$ cat src/rtl/ifu_prefetch.sv
// ----------------------------------------------------------------------------
// ifu_prefetch
//
// Instruction fetch unit. It owns the fetch PC, issues in-order read requests
// on the vrb bus with up to MAX_OS reads in flight, and buffers returned
// instructions in a DEPTH-entry prefetch FIFO feeding decode.
//
// A jump redirect flushes the FIFO and restarts fetching at the (aligned)
// target. Responses for reads issued before the jump are still counted as
// outstanding and are dropped when they arrive. A bus error on a kept
// response halts fetching until the next jump.
//
// Ports
//   clk, rst                  clock, synchronous active-high reset
//   i_jump_valid/i_jump_pc    redirect request and target
//   o_ifu_vrb_cmd_*           read request channel (read-only master)
//   i_ifu_vrb_cmd_ready       request accepted by the bus
//   i_ifu_vrb_rsp_*           in-order read response channel
//   o_instr_valid/o_pc/o_instr/o_err   FIFO head towards decode
//   i_instr_ready             decode consumes the head
//   o_holding                 decode must stall (no valid head)
//
// Handshake semantics (both channels towards/from this block):
//   A transfer happens only in a cycle where valid && ready are both high.
//   o_ifu_vrb_cmd_valid is allowed to drop without a transfer only in a jump
//   cycle, on entry to HALT, or under reset. The response channel has no
//   ready: every i_ifu_vrb_rsp_valid cycle is consumed. The decode side pops
//   the head on o_instr_valid && i_instr_ready.
// ----------------------------------------------------------------------------
module ifu_prefetch #(
    parameter int            AW       = 32,
    parameter int            DW       = 32,
    parameter int            DEPTH    = 4,
    parameter int            MAX_OS   = 2,
    parameter logic [AW-1:0] RESET_PC = '0
) (
    input  logic            clk,
    input  logic            rst,

    input  logic            i_jump_valid,
    input  logic [AW-1:0]   i_jump_pc,

    output logic            o_ifu_vrb_cmd_valid,
    input  logic            i_ifu_vrb_cmd_ready,
    output logic [AW-1:0]   o_ifu_vrb_cmd_addr,
    output logic            o_ifu_vrb_cmd_read,
    output logic [DW-1:0]   o_ifu_vrb_cmd_wdata,
    output logic [DW/8-1:0] o_ifu_vrb_cmd_wmask,

    input  logic            i_ifu_vrb_rsp_valid,
    input  logic            i_ifu_vrb_rsp_err,
    input  logic [DW-1:0]   i_ifu_vrb_rsp_rdata,

    output logic            o_instr_valid,
    input  logic            i_instr_ready,
    output logic [AW-1:0]   o_pc,
    output logic [DW-1:0]   o_instr,
    output logic            o_err,
    output logic            o_holding
);

    // ------------------------------------------------------------------
    // Derived sizes
    // ------------------------------------------------------------------
    localparam int BW  = DW / 8;                          // bytes per fetch
    localparam int FPW = $clog2(DEPTH);                   // FIFO pointer
    localparam int FCW = $clog2(DEPTH + 1);               // FIFO count
    localparam int TPW = (MAX_OS > 1) ? $clog2(MAX_OS) : 1; // tag pointer
    localparam int OCW = $clog2(MAX_OS + 1);              // outstanding count
    localparam int SW  = $clog2(DEPTH + MAX_OS + 1);      // credit sum

    localparam logic [AW-1:0] PC_STEP    = AW'(BW);
    // Clears the byte-offset bits of a jump target.
    localparam logic [AW-1:0] ALIGN_MASK = ~(AW'(BW - 1));

    // FSM encoding
    localparam logic [0:0] ST_FETCH = 1'b0;
    localparam logic [0:0] ST_HALT  = 1'b1;

    // ------------------------------------------------------------------
    // State
    // ------------------------------------------------------------------
    logic [0:0]     state;
    logic [AW-1:0]  fetch_pc;

    // PC tags of in-flight reads, in issue order. Entry count == os_cnt.
    logic [AW-1:0]  tag_mem [MAX_OS];
    logic [TPW-1:0] tag_wr_ptr;
    logic [TPW-1:0] tag_rd_ptr;

    // os_cnt includes reads whose responses will be discarded; disc_cnt is
    // how many of the oldest in-flight reads belong to a flushed stream.
    logic [OCW-1:0] os_cnt;
    logic [OCW-1:0] disc_cnt;

    // Prefetch FIFO of {err, instr, pc}.
    logic [AW-1:0]  fifo_pc    [DEPTH];
    logic [DW-1:0]  fifo_instr [DEPTH];
    logic           fifo_err   [DEPTH];
    logic [FPW-1:0] fifo_wr_ptr;
    logic [FPW-1:0] fifo_rd_ptr;
    logic [FCW-1:0] fifo_cnt;

    // ------------------------------------------------------------------
    // Combinational control
    // ------------------------------------------------------------------
    logic           cmd_fire;
    logic           os_ok;
    logic           credit_ok;
    logic           rsp_drop;
    logic           fifo_push;
    logic           fifo_pop;
    logic [AW-1:0]  rsp_tag;
    logic [OCW-1:0] os_cnt_nxt;
    logic [OCW-1:0] disc_cnt_nxt;
    logic [FCW-1:0] fifo_cnt_nxt;

    function automatic logic [TPW-1:0] tag_inc(input logic [TPW-1:0] p);
        if (p == TPW'(MAX_OS - 1)) begin
            return '0;
        end
        return p + TPW'(1);
    endfunction

    assign os_ok = (os_cnt < OCW'(MAX_OS));

    // Every in-flight read (kept or discarded) reserves a FIFO slot, so the
    // FIFO can never be pushed while full.
    assign credit_ok = ((SW'(fifo_cnt) + SW'(os_cnt)) < SW'(DEPTH));

    assign o_ifu_vrb_cmd_valid = !rst && (state == ST_FETCH) && !i_jump_valid
                                 && os_ok && credit_ok;
    assign o_ifu_vrb_cmd_addr  = fetch_pc;
    assign o_ifu_vrb_cmd_read  = 1'b1;
    assign o_ifu_vrb_cmd_wdata = '0;
    assign o_ifu_vrb_cmd_wmask = '0;

    assign cmd_fire = o_ifu_vrb_cmd_valid && i_ifu_vrb_cmd_ready;

    assign rsp_tag  = tag_mem[tag_rd_ptr];

    // A response belongs to a flushed stream if discards are pending, and a
    // response arriving in the jump cycle itself is also stale.
    assign rsp_drop  = i_jump_valid || (disc_cnt != '0);
    assign fifo_push = i_ifu_vrb_rsp_valid && !rsp_drop;

    // The head is hidden in a jump cycle so decode never sees a stale PC.
    assign o_instr_valid = !rst && !i_jump_valid && (fifo_cnt != '0);
    assign o_holding     = !o_instr_valid;
    assign fifo_pop      = o_instr_valid && i_instr_ready;

    assign o_pc    = fifo_pc[fifo_rd_ptr];
    assign o_instr = fifo_instr[fifo_rd_ptr];
    assign o_err   = fifo_err[fifo_rd_ptr];

    always_comb begin
        os_cnt_nxt = os_cnt;
        if (cmd_fire && !i_ifu_vrb_rsp_valid) begin
            os_cnt_nxt = os_cnt + OCW'(1);
        end else if (!cmd_fire && i_ifu_vrb_rsp_valid) begin
            os_cnt_nxt = os_cnt - OCW'(1);
        end
    end

    always_comb begin
        disc_cnt_nxt = disc_cnt;
        if (i_jump_valid) begin
            // No command can be accepted in a jump cycle, so everything still
            // in flight after this cycle is stale.
            disc_cnt_nxt = i_ifu_vrb_rsp_valid ? (os_cnt - OCW'(1)) : os_cnt;
        end else if (i_ifu_vrb_rsp_valid && (disc_cnt != '0)) begin
            disc_cnt_nxt = disc_cnt - OCW'(1);
        end
    end

    always_comb begin
        fifo_cnt_nxt = fifo_cnt;
        if (i_jump_valid) begin
            fifo_cnt_nxt = '0;
        end else if (fifo_push && !fifo_pop) begin
            fifo_cnt_nxt = fifo_cnt + FCW'(1);
        end else if (!fifo_push && fifo_pop) begin
            fifo_cnt_nxt = fifo_cnt - FCW'(1);
        end
    end

    // ------------------------------------------------------------------
    // Control registers
    // ------------------------------------------------------------------
    always_ff @(posedge clk) begin
        if (rst) begin
            state       <= ST_FETCH;
            fetch_pc    <= RESET_PC;
            os_cnt      <= '0;
            disc_cnt    <= '0;
            tag_wr_ptr  <= '0;
            tag_rd_ptr  <= '0;
            fifo_wr_ptr <= '0;
            fifo_rd_ptr <= '0;
            fifo_cnt    <= '0;
        end else begin
            os_cnt   <= os_cnt_nxt;
            disc_cnt <= disc_cnt_nxt;
            fifo_cnt <= fifo_cnt_nxt;

            if (cmd_fire) begin
                tag_wr_ptr <= tag_inc(tag_wr_ptr);
            end
            if (i_ifu_vrb_rsp_valid) begin
                tag_rd_ptr <= tag_inc(tag_rd_ptr);
            end

            if (fifo_push) begin
                fifo_wr_ptr <= fifo_wr_ptr + FPW'(1);
            end
            // Nothing is pushed in a jump cycle, so wr_ptr is stable and
            // moving rd_ptr onto it empties the FIFO.
            if (i_jump_valid) begin
                fifo_rd_ptr <= fifo_wr_ptr;
            end else if (fifo_pop) begin
                fifo_rd_ptr <= fifo_rd_ptr + FPW'(1);
            end

            if (i_jump_valid) begin
                fetch_pc <= i_jump_pc & ALIGN_MASK;
                state    <= ST_FETCH;
            end else begin
                if (cmd_fire) begin
                    fetch_pc <= fetch_pc + PC_STEP;
                end
                // Only an error on a kept response halts; a stale error
                // belongs to an abandoned stream.
                if (fifo_push && i_ifu_vrb_rsp_err) begin
                    state <= ST_HALT;
                end
            end
        end
    end

    // ------------------------------------------------------------------
    // Storage (no reset needed: contents are qualified by the counters)
    // ------------------------------------------------------------------
    always_ff @(posedge clk) begin
        if (cmd_fire) begin
            tag_mem[tag_wr_ptr] <= fetch_pc;
        end
        if (fifo_push) begin
            fifo_pc[fifo_wr_ptr]    <= rsp_tag;
            fifo_instr[fifo_wr_ptr] <= i_ifu_vrb_rsp_rdata;
            fifo_err[fifo_wr_ptr]   <= i_ifu_vrb_rsp_err;
        end
    end

    // A response with nothing in flight means the bus broke ordering.
    rsp_without_request: assert property (
        @(posedge clk) disable iff (rst)
        !(i_ifu_vrb_rsp_valid && (os_cnt == '0))
    );

endmodule

$ cat config.mk
export PLATFORM = sky130hd
export DESIGN_NAME = ifu_prefetch
export DESIGN_NICKNAME = d
export VERILOG_FILES = /design/src/rtl/ifu_prefetch.sv
export SDC_FILE = /design/constraint.sdc
export NUM_CORES = 1
export LEC_CHECK = 0
export CAP_MARGIN = 20
export CORE_MARGIN = 2
export CORE_UTILIZATION = 50
export DETAILED_ROUTE_END_ITERATION = 8
export PLACE_DENSITY = 0.8
export SLEW_MARGIN = 15
export SYNTH_ARGS = -nofsm -noshare
export SYNTH_HDL_FRONTEND = slang
export SYNTH_SLANG_ARGS = --single-unit
$ cat constraint.sdc
create_clock -name clk -period 8.7 [get_ports clk]
set_input_delay 1.74 -clock clk [delete_from_list [all_inputs] [get_ports clk]]
set_output_delay 1.74 -clock clk [all_outputs]
set_load 0.005 [all_outputs]
== Word-level counts from Yosys, hierarchy flattened ==
Memories as Yosys holds them, arrays and structs flattened. A register that Yosys moved wholly into a read port is not among the register bits.
Index checks and enable logic that the tools add are counted.

* Add/subtract/negate cells: 11
* $lt $le $gt $ge: 2
* Muxes and demuxes: 33
* Bitwise gates (word level): 1
* Reduce and logical (&&, ||, !) cells: 32

{| class="wikitable"
|+ Operator list
! kind !! number
|-
| 32-bit 2-to-1 mux || 2
|-
| 32-bit by 3-bit adder with 32-bit output (second input constant) || 1
|-
| 2-bit 2-to-1 mux || 13
|-
| 1-bit 2-to-1 mux || 16
|-
| 1-bit logical AND || 15
|-
| 2-bit nonzero test || 6
|-
| 1-bit zero test || 8
|-
| 2-bit by 1-bit adder with 2-bit output (second input constant) || 3
|-
| 3-bit 2-to-1 mux || 2
|-
| 2-bit by 1-bit subtractor with 2-bit output (second input constant) || 2
|-
| 3-bit by 1-bit adder with 3-bit output (second input constant) || 1
|-
| 3-bit by 2-bit adder with 3-bit output || 1
|-
| 3-bit less-than comparator (second input constant) || 1
|-
| 3-bit nonzero test || 1
|-
| 3-bit by 1-bit subtractor with 3-bit output (second input constant) || 1
|-
| 1-bit adder (second input constant) || 2
|-
| 2-bit less-than comparator (second input constant) || 1
|-
| 2-bit OR reduction || 1
|-
| 1-bit logical OR || 1
|-
| 1-bit NOT || 1
|}

* Register bits: 46
* Bits in writable memories: 324
* Bits of input ports: 71
* Output and inout port bits: 137
* Word-level logic and storage cells: 93
* Memories kept: 4

{| class="wikitable"
|+ Memories
! memory !! depth !! width !! rd ports !! clocked after Yosys merged registers in !! write ports !! line !! RTL
|-
| fifo_instr || 4 || 32 || 1 || 1 || 1 || 98 || <nowiki>logic [DW-1:0] fifo_instr [DEPTH];</nowiki>
|-
| fifo_pc || 4 || 32 || 1 || 1 || 1 || 97 || <nowiki>logic [AW-1:0] fifo_pc [DEPTH];</nowiki>
|-
| tag_mem || 2 || 32 || 1 || 1 || 1 || 87 || <nowiki>logic [AW-1:0] tag_mem [MAX_OS];</nowiki>
|-
| fifo_err || 4 || 1 || 1 || 1 || 1 || 99 || <nowiki>logic fifo_err [DEPTH];</nowiki>
|}

== Longest topological paths before layout ==
* Depth in word-level cells: 10
* Mapped depth: 11
* Depth with buffers taken out: 9

== Worst setup path before layout ==
OpenSTA, ideal clock, no wires.

* Kind: in2reg
* Start: input i_jump_valid
* End: memory tag_mem[0][10] (enable)
* Library setup time: 417 ps
* Arrival: 4080 ps
* Required time: 8283 ps
* Setup slack: 4203 ps
* Stages: 7
* Buffers on the path: 3
* Cells stage by stage: buf_2 -> nor4_2 -> and2_1 -> buf_2 -> nand2_1 -> clkbuf_1 -> nor2_1

* Longest elaborated chain between the ends: 7

{| class="wikitable"
|+ Ends and longest elaborated chain
! item !! line !! RTL
|-
| start, declared || 40 || <nowiki>input logic i_jump_valid,</nowiki>
|-
| 1-bit zero test || 131 || <nowiki>assign o_ifu_vrb_cmd_valid = !rst && (state == ST_FETCH) && !i_jump_valid</nowiki>
|-
| 1-bit logical AND || 131 ||
|-
| 1-bit logical AND (2 in a row) || 132 || <nowiki>&& os_ok && credit_ok;</nowiki>
|-
| 1-bit logical AND || 138 || <nowiki>assign cmd_fire = o_ifu_vrb_cmd_valid && i_ifu_vrb_cmd_ready;</nowiki>
|-
| 1-bit 2-to-1 mux || 244 || <nowiki>if (cmd_fire) begin</nowiki>
|-
| 1-bit 2-to-1 mux (not written as such) || 245 || <nowiki>tag_mem[tag_wr_ptr] <= fetch_pc;</nowiki>
|-
| end, declared || 87 ||
|}

Every way passes these cells.

== Worst setup path after layout ==
* Start: input rst
* End: output o_holding

* Longest elaborated chain between the ends: 4

{| class="wikitable"
|+ Ends and longest elaborated chain
! item !! line !! RTL
|-
| start, declared || 38 || <nowiki>input logic rst,</nowiki>
|-
| 1-bit zero test || 148 || <nowiki>assign o_instr_valid = !rst && !i_jump_valid && (fifo_cnt != '0);</nowiki>
|-
| 1-bit logical AND (2 in a row) || 148 ||
|-
| 1-bit zero test || 149 || <nowiki>assign o_holding = !o_instr_valid;</nowiki>
|-
| end, declared || 59 || <nowiki>output logic o_holding</nowiki>
|}

Every way passes these cells.

==> impl_metrics.py <==
metrics = {
    "die": {
        "die_area_um2": 29800,
        "die_x_um": 173,
        "io_pins": 208,
        "die_h_um": 173,
        "core_um2": 27900,
        "initial_core_util_pct": 51.0,
        "num_rows": 61,
    },
    "route": {
        "postRouteAntennaNets": 0,
        "wl_um": 27700,
        "vias": 7579,
        "first_pass_iters": 5,
        "remaining_drc_errors": 0,
        "drt_iter0_drc": 743,
        "wire_per_inst_um": 20.3,
        "via_per_inst": 5.54,
    },
    "pwr": {
        "intPower_w": 0.00291,
        "clkPwrFrac_pct": 38.5,
        "sw_frac_of_total_pct": 21.2,
        "powerDensity_nw_per_um2": 215,
        "comb_power_share_pct": 8.1,
        "seqPwrFrac_pct": 53.4,
        "power.leakage_nw": 5.60,
        "p_switching_w": 0.000783,
        "max-vdd-ir-drop_v": 0.000113,
    },
    "grt": {
        "grt_pass1_wl_um": 43300,
        "grt_max_degree": 64,
        "grt_overflow": 0,
        "antenna_found_initial": 0,
        "grt_pass1_vias": 7742,
        "track_usage_pct": 18.6,
    },
    "timing": {
        "finClkSkew_ns": 0.0266,
        "rsz0062_at_grt": "no",
        "tightest_slew_ns": 1.03,
        "layout_worst_path_cycle_share_pct": 60.5,
        "max_slew_margin_pct": 31.0,
        "fin_tns_setup_ns": 0,
        "hold_viol": 0,
        "min_period_ns": 5.26,
        "fmax_mhz": 190,
        "finalMaxSlewViolations": 0,
        "setup_viol": 0,
    },
    "finish": {
        "layout.nets": 1045,
        "fillers": 1983,
        "syn_to_final_growth_pct": 20.8,
        "stdcell_count": 1369,
        "n_antenna_cell": 0,
        "layout-drive-gt1-share_pct": 16.8,
    },
    "clock_tree": {
        "h-tree-depth": 2,
        "cts_tree": "yes",
        "hold_buffers": 0,
        "cts_sinks": 359,
        "cts.repair.resized": 0,
        "path_clk_slew_ns": 0.06,
        "cts-root-buf": "clkbuf_16",
        "numCtsBuffers": 36,
        "clock_latency_ns": 0.52,
        "clk_path_buf_depth": 3,
        "cts_setup_buffers": 0,
    },
    "synth": {
        "synth_top_cell_area_share_pct": 65.9,
        "syn_avg_cell_area_um2": 17.9,
        "yosysWarnings": 0,
        "synth_common_cells": "edfxtp_1 (312), mux4_2 (63), dfxtp_1 (47), buf_4 (42), nand2_1 (40)",
        "yosysSeqAreaShare_pct": 72.6,
        "syn-cell-area_um2": 14200,
        "yosys.cell_count.top_type": "edfxtp_1",
        "synthFlopType": "edfxtp_1",
        "syn_inst": 793,
        "netlist_top_cells_area": "edfxtp_1 (66%), mux4_2 (10%), dfxtp_1 (6.6%)",
        "synth_cell_types": 53,
        "yosys.area.top_type": "edfxtp_1",
        "synth-seq-cells": 359,
        "synth_edf_count": 312,
        "async_flop_share_pct": 0,
    },
    "worst_setup_path": {
        "required_ns": 6.96,
        "critPathLaunchType": "input pin",
        "timing.critical_path.arrival_ns": 3.52,
        "critPathKind": "input pin to primary output",
        "cp_max_fo": 41,
        "critPathCaptureType": "primary output",
    },
    "job": {
        "drv_cap": 0,
    },
    "placed_design": {
        "hpwlAfterDp_um": 16400,
        "gp_congestion": 0.861,
        "place_inst": 1304,
        "portBuffers": 164,
    },
    "run_status": {
        "outcome": "completed",
    },
    "min_path": {
        "min_path_type": "flop to flop",
    },
}
==> final timing paths <==
check / start / endpoint / slack [ns] / cells past startpoint
setup reg to reg: os_cnt[1]$_SDFFE_PP0P_ / os_cnt[1]$_SDFFE_PP0P_ / 5.00 / 8
setup / recovery: rst / o_holding / 3.44 / 6
hold / removal: state$_SDFFE_PP0P_ / state$_SDFFE_PP0P_ / 0.50 / 2
hold reg to reg: state$_SDFFE_PP0P_ / state$_SDFFE_PP0P_ / 0.50 / 2
==> worst max-delay path: stages <==
cell             delay, ns
clkdlybuf4s50_1       0.45
buf_4                 0.40
nor2_1                0.15
and2_1                0.21
inv_1                 0.06
clkdlybuf4s50_1       0.49
==> placed cells by master, fill, tap and decap left out, drive strengths merged, types with 10 or more instances in the layout <==
cell	count
edfxtp	312
clkdlybuf4s50	164
mux4	63
dfxtp	47
clkbuf	46
conb	41
nand2	40
mux2	34
nor2	28
a21oi	17
nand4	17
inv	15
clkinv	15
nand3	13
a31oi	12
xor2	10
==> state kept, by name (all words and copies together) (netlist names), named ones only <==
register,cells
fifo_instr,128
fifo_pc,120
tag_mem,60
o_ifu_vrb_cmd_addr,30
fifo_err,4
fifo_cnt,3
disc_cnt,2
fifo_rd_ptr,2
fifo_wr_ptr,2
os_cnt,2
state,1
tag_rd_ptr,1
tag_wr_ptr,1
==> routing by layer <==
metal  vias up  track usage, %  wire, µm
met1      3805            25.3     11900
met4         0            5.77       605
met2       309            30.8     13300
met5         -               0         0
met3        47            3.69      1920
li1       3418               -         -
==> power by group through the flow <==
stage	Combinational (W)	Clock (W)	Sequential, W
after floorplan	0.000171	0	0.00199
after global placement	0.000297	0	0.00200
after detailed placement	0.000302	0	0.00201
after CTS	0.000304	0.00145	0.00197
after global routing	0.000324	0.00152	0.00198
final	0.000300	0.00142	0.00197
==> kinds of logic (layout without fill, tap and decap cells) <==
kind of cell             count (synthesis)  after routing  share of synthesized area (%)
flip-flops                             359            359                           72.6
AND/OR/NAND/NOR                        144            144                           5.48
multiplexers                           100            100                           12.9
buffers and inverters                   90            249                           3.58
AO/OA/AOI/OAI                           70             70                           3.34
XOR/XNOR                                18             18                           1.16
adder cells (fa/ha/maj)                 10             10                          0.934
other                                    2             41                         0.0529
==> cell type report <==
cell class	instances	area (µm²)	share of cell area (%)
Clock inverter	19	120	0.700
Tap cell	378	473	2.76
Sequential cell	359	10300	60.1
Clock buffer	46	960	5.59
Inverter	13	48.8	0.284
Multi-Input combinational cell	383	3550	20.7
Timing Repair Buffer	171	1690	9.87
==> through the flow <==
stage	total power [W]	util (%)	cell area, µm²	hold slack (ns)	worst slack [ns]
floorplan	0.00216	-	14400	0.457	4.20
global placement	0.00230	57.7	16100	0.475	3.47
detailed placement	0.00231	57.7	16100	0.489	3.46
CTS	0.00372	61.6	17200	0.506	3.45
global route	0.00382	61.6	17200	0.565	3.37
finish	0.00369	61.6	17200	0.504	3.44
No activity file was read; power rests on OpenSTA's default activity.
